--- src/rtl/reg_pipe_stage_chain.sv ---
// Elastic register chain of DEPTH stages with per-stage valid bits, collapsing bubbles and occupancy count.
// Optional synchronous flush input enabled by defining REG_PIPE_FLUSH_EN.
module reg_pipe_stage_chain #(
  parameter int              WIDTH     = 8,
  parameter int              DEPTH     = 2,
  parameter logic [WIDTH-1:0] RESET_VAL = '0
) (
  input  logic                         clk,
  input  logic                         reset,
`ifdef REG_PIPE_FLUSH_EN
  input  logic                         flush,
`endif
  input  logic                         in_valid,
  output logic                         in_ready,
  input  logic [WIDTH-1:0]             in_data,
  output logic                         out_valid,
  input  logic                         out_ready,
  output logic [WIDTH-1:0]             out_data,
  output logic [$clog2(DEPTH+1)-1:0]   level
);

  localparam int LW = $clog2(DEPTH+1);

  logic [DEPTH-1:0] r_valid;
  logic [WIDTH-1:0] r_data [DEPTH];
  logic [LW-1:0]    r_level;

  logic [DEPTH:0]   w_rdy;
  logic [DEPTH-1:0] w_srcValid;
  logic [WIDTH-1:0] w_srcData [DEPTH];
  logic             w_flush;
  logic             w_inXfer;
  logic             w_outXfer;

`ifdef REG_PIPE_FLUSH_EN
  assign w_flush = flush;
`else
  assign w_flush = 1'b0;
`endif

  // A stage can load when it is empty or everything ahead of it will move; a running
  // accumulator keeps the chain free of self-referencing vector bits.
  always_comb begin
    logic acc;
    w_rdy        = '0;
    acc          = out_ready;
    w_rdy[DEPTH] = acc;
    for (int i = DEPTH - 1; i >= 0; i--) begin
      acc      = !r_valid[i] | acc;
      w_rdy[i] = acc;
    end
  end

  genvar g;
  generate
    for (g = 0; g < DEPTH; g++) begin : g_src
      if (g == 0) begin : g_first
        assign w_srcValid[g] = in_valid;
        assign w_srcData[g]  = in_data;
      end else begin : g_rest
        assign w_srcValid[g] = r_valid[g-1];
        assign w_srcData[g]  = r_data[g-1];
      end
    end
  endgenerate

  assign in_ready  = w_rdy[0] & !w_flush;
  assign out_valid = r_valid[DEPTH-1];
  assign out_data  = r_data[DEPTH-1];
  assign level     = r_level;
  assign w_inXfer  = in_valid & in_ready;
  assign w_outXfer = out_valid & out_ready;

  // Data registers only load on a valid source so bubbles never toggle the bus.
  always_ff @(posedge clk or posedge reset) begin
    if (reset) begin
      r_valid <= '0;
      r_level <= '0;
      for (int i = 0; i < DEPTH; i++) r_data[i] <= RESET_VAL;
    end else if (w_flush) begin
      r_valid <= '0;
      r_level <= '0;
    end else begin
      for (int i = 0; i < DEPTH; i++) begin
        if (w_rdy[i]) begin
          r_valid[i] <= w_srcValid[i];
          if (w_srcValid[i]) r_data[i] <= w_srcData[i];
        end
      end
      r_level <= r_level + LW'(w_inXfer) - LW'(w_outXfer);
    end
  end

endmodule

--- config.mk ---
export PLATFORM = sky130hd
export DESIGN_NAME = reg_pipe_stage_chain
export DESIGN_NICKNAME = d
export VERILOG_FILES = /design/src/rtl/reg_pipe_stage_chain.sv
export SDC_FILE = /design/constraint.sdc
export NUM_CORES = 1
export LEC_CHECK = 0
export ABC_CLOCK_PERIOD_IN_PS = 1500
export CAP_MARGIN = 5
export CORE_MARGIN = 2
export CORE_UTILIZATION = 42
export DETAILED_ROUTE_END_ITERATION = 7
export PLACE_DENSITY_LB_ADDON = 0.12
export SKIP_CTS_REPAIR_TIMING = 1
export SKIP_LAST_GASP = 1
export SLEW_MARGIN = 20
export SYNTH_ARGS = -nofsm -noshare
export SYNTH_HDL_FRONTEND = slang
export SYNTH_SLANG_ARGS = --single-unit
--- constraint.sdc ---
create_clock -name clk -period 1.5 [get_ports clk]
set_input_delay 0.225 -clock clk [delete_from_list [all_inputs] [get_ports clk]]
set_output_delay 0.225 -clock clk [all_outputs]
set_load 0.01 [all_outputs]
# Word level (Yosys, flattened, before mapping)
# Index checks and enable logic that the tools add are counted.
# classes
n_addsub	2
multipliers	0
div	0
n_lt_le_gt_ge	0
n_eq_ne	0
shift	0
n_mux	0
bitwise	4
n_reduce_logical	4
# op_table
cell	n
$reduce_and A2 Y1	2
$add A2 B1 Y2	1
$and A1 B1 Y1	2
$logic_not A1 Y1	2
$or A1 B1 Y1	2
$sub A2 B1 Y2	1
# totals
reg_bits	20
latch_bits	0
mem_bits_rw	0
rom_bits	0
out_inout_bits	12
word_cells	15
memories	0

# Logic depth before layout (Yosys ltp)
# logic_depth
depth_word	6
ltp_mapped	7
mapped_depth_nobuf	7

# Least setup slack after synthesis
# Ideal clock, no wire load.
# synth_path
path_type	register to register
from	reg r_valid[1]
to	reg r_level[1], in the netlist level[1]
setup_ns	0.123
arrival_time_ns	1.415
slack_ns	-0.037
path_stages_with_launch	8
n_path_buf	0
cell_sequence	dfrtp_1 -> nand3b_4 -> nand2_8 -> ha_1 -> inv_1 -> ha_1 -> xnor2_1 -> xnor2_1
# synth_via
elab_chain_cells	6
# synth_lines
item	line_no	text
start, declared	24	logic [DEPTH-1:0] r_valid;
start signal, assigned by index	86	r_valid[i] <= w_srcValid[i];
$logic_not A1 Y1	49	acc = !r_valid[i] | acc;
$or A1 B1 Y1 (2 in series)	49	
named net in_ready	14	output logic in_ready,
$and A1 B1 Y1	71	assign w_inXfer = in_valid & in_ready;
$add A2 B1 Y2	90	r_level <= r_level + LW'(w_inXfer) - LW'(w_outXfer);
$sub A2 B1 Y2	90	
end signal, assigned	90	
end, declared	26	logic [LW-1:0] r_level;
# The timed path passes the listed nets, and every way through them passes these cells.
# A chain may end at the register's enable or synchronous reset.

# Worst setup path after layout
# layout_path
from	reg r_level[0], in the netlist level[0]
to	out level[0]
# layout_rtl
item	line_no	text
end, declared	19	output logic [$clog2(DEPTH+1)-1:0] level
# No word-level cell between the ends.

==> qor.yml <==
ios: 24
fin_skew_ns: 0.000590
drive_above_1_share: 0.420
wl_um: 1320
crit_family: "buffers and inverters"
synth_cell_types: 15
synthMuxAreaShare: 0.233
setup_viol_count_final: 0
dr.pass1.iters: 2
holdWs_ns: 0.245
power-per-cell-area_nw_per_um2: 1290
total_power_w: 0.00157
grt_pass1_wl_um: 2100
fmax_mhz: 679
synth_cells: 57
placed_area_um2: 1150
final_area_um2: 1220
fin_crit_sh: 0.981
crit_path_max_incr_delay_ns: 0.55
synth_top_family_by_area: "multiplexers"
die_height_um: 50.3
cts_made_buffers: 3
arrival_ns: 1.25
syn_area_um2: 901
core_area_um2: 2000
cts_root_buffer: "clkbuf_4"
path_max_fanout: 2
ys_warn_count: 0
vias: 485
leakagePower_nw: 0.557
drtAntennaViolNets: 0
yosys.area_share.simple: 0.0889
drt-initial-drc-count: 1
n_fill_cell: 161
required_ns: 1.27
yosysSeqAreaShare: 0.556
initial_utilization: 0.450
syn-num-nets: 71
slew_viol_final: 0
synth_compound_area_frac: 0
io_buffers: 23
cts_tree: "yes"
antennaDiodeCount: 0
place_inst: 103
fin_cells: 108
cts_max_path_buffers: 2
hp-class: "primary input to async pin"
end_kind: "primary output"
overflow: 0
areaGrowthSynthToFinish_pct: 35.7
clock_latency_ns: 0.29
outcome: "completed"
gp_congestion: 0.696
cap_violations: 0
grt_max_degree: 21
regArea_um2: 502
worst_pin_slew_ns: 0.245
hpwl_um: 960
crit_chain: "clkdlybuf4s50_1"
grt_antenna_before_repair: 0
path_class: "flip-flop to primary output"
nets: 96
finalHoldViolations: 0
drt-vias-per-instance: 4.49
path_clk_slew_ns: 0.11
maxSlewHeadroom: 0.837
avgSynthCellArea_um2: 15.8
chipWidth_um: 50.3
cp_slowest_cell: "clkdlybuf4s50_1"
dieArea_um2: 2530
grt_pass1_vias: 450
vdd_drop_max_v: 0.000872
crit_path_start_kind: "flip-flop"
synthAdderAreaFrac: 0.0278
rsz0062_at_grt: "true"
rows: 16
htree_levels: 1
cts_sinks: 20
cp_num_buf_inv: 1
grt_usage: 0.113
multi_input_area_um2: 368
wl_per_cell_um: 12.2
finalCriticalPeriod_ns: 1.47
drc: 0
synth-seq-cells: 20
synth_xor_xnor_area_share: 0.0194
fin_util: 0.611
## tightest hold or removal path, stage by stage
cell             delay, ns
clkdlybuf4s50_1       0.40
inv_1                 0.05
buf_4                 0.25
## placed cells by master, fill, tap and decap left out, types with 2 or more instances in the layout
cell,count
dfrtp_1,19
mux2_2,7
buf_4,5
clkdlybuf4s50_1,20
dlymetal6s2s_1,3
clkbuf_4,3
ha_4,2
mux2_4,8
## cell families (layout without fill, tap and decap cells)
| group | Yosys count | count (layout) |
|---|---|---|
| flops | 20 | 20 |
| mux | 16 | 16 |
| buf+inv | 10 | 34 |
| simple gates | 7 | 7 |
| fa+ha+maj | 2 | 2 |
| xor+xnor | 2 | 2 |
## where the power goes
group          total (W)  switching [W]  internal [W]
registers       0.000735      0.0000743      0.000661
clock network   0.000306       0.000158      0.000148
logic           0.000533       0.000177      0.000356
total            0.00157       0.000409       0.00116
## through the flow
step	setup TNS, ns	setup slack (ns)
after global placement	-1.29	-0.271
after detailed placement	-1.45	-0.299
after global routing	-0.0924	-0.0423
after CTS	-0.301	-0.259
final	0	0.0279
after floorplan	0	0.000175
## Yosys cell counts
cell type | count | area (um^2)
mux2_2 | 7 | 78.8
mux2_4 | 8 | 120
and2_1 | 1 | 6.26
nand2b_1 | 1 | 6.26
or2b_1 | 1 | 7.51
mux2_1 | 1 | 11.3
nand3b_4 | 1 | 20.0
nand2_4 | 1 | 11.3
xnor2_1 | 2 | 17.5
nand2_8 | 1 | 20.0
ha_1 | 2 | 25.0
inv_1 | 2 | 7.51
nand2b_2 | 1 | 8.76
dfrtp_1 | 20 | 500
buf_4 | 8 | 60.1
## cell type report
class | count | share of cell area
flip-flops and latches | 20 | 0.410
multi-input cells | 27 | 0.301
well taps | 27 | 0.0276
repair buffers | 28 | 0.225
clock buffers | 4 | 0.0297
inverters | 2 | 0.00614
## flip-flops by register name (all words and copies together) (netlist names)
register / cells
out_data: 8
r_data: 8
level: 2
r_valid: 2
## routing by layer
metal | share of wire | vias to the layer above | GRT usage
met4 | 0.011 | 0 | 0.0541
li1 | - | 230 | -
met2 | 0.50 | 14 | 0.169
met1 | 0.44 | 239 | 0.153
met5 | 0 | - | 0
met3 | 0.048 | 2 | 0.0268
## final timing paths
kind | start | endpoint | slack, ns | depth (start not counted)
worst min register to register | r_data[14] | out_data[6] | 0.50 | 1
max in group asynchronous | reset | r_valid[1] | 1.04 | 3
worst max-delay path | level[0] | level[0] | 0.03 | 1
worst min-delay path | reset | level[0] | 0.25 | 3
worst max register to register | r_valid[1] | level[1] | 0.06 | 7
min in group clk | out_ready | r_valid[1] | 0.30 | 3
No activity file was read; power rests on OpenSTA's default activity.
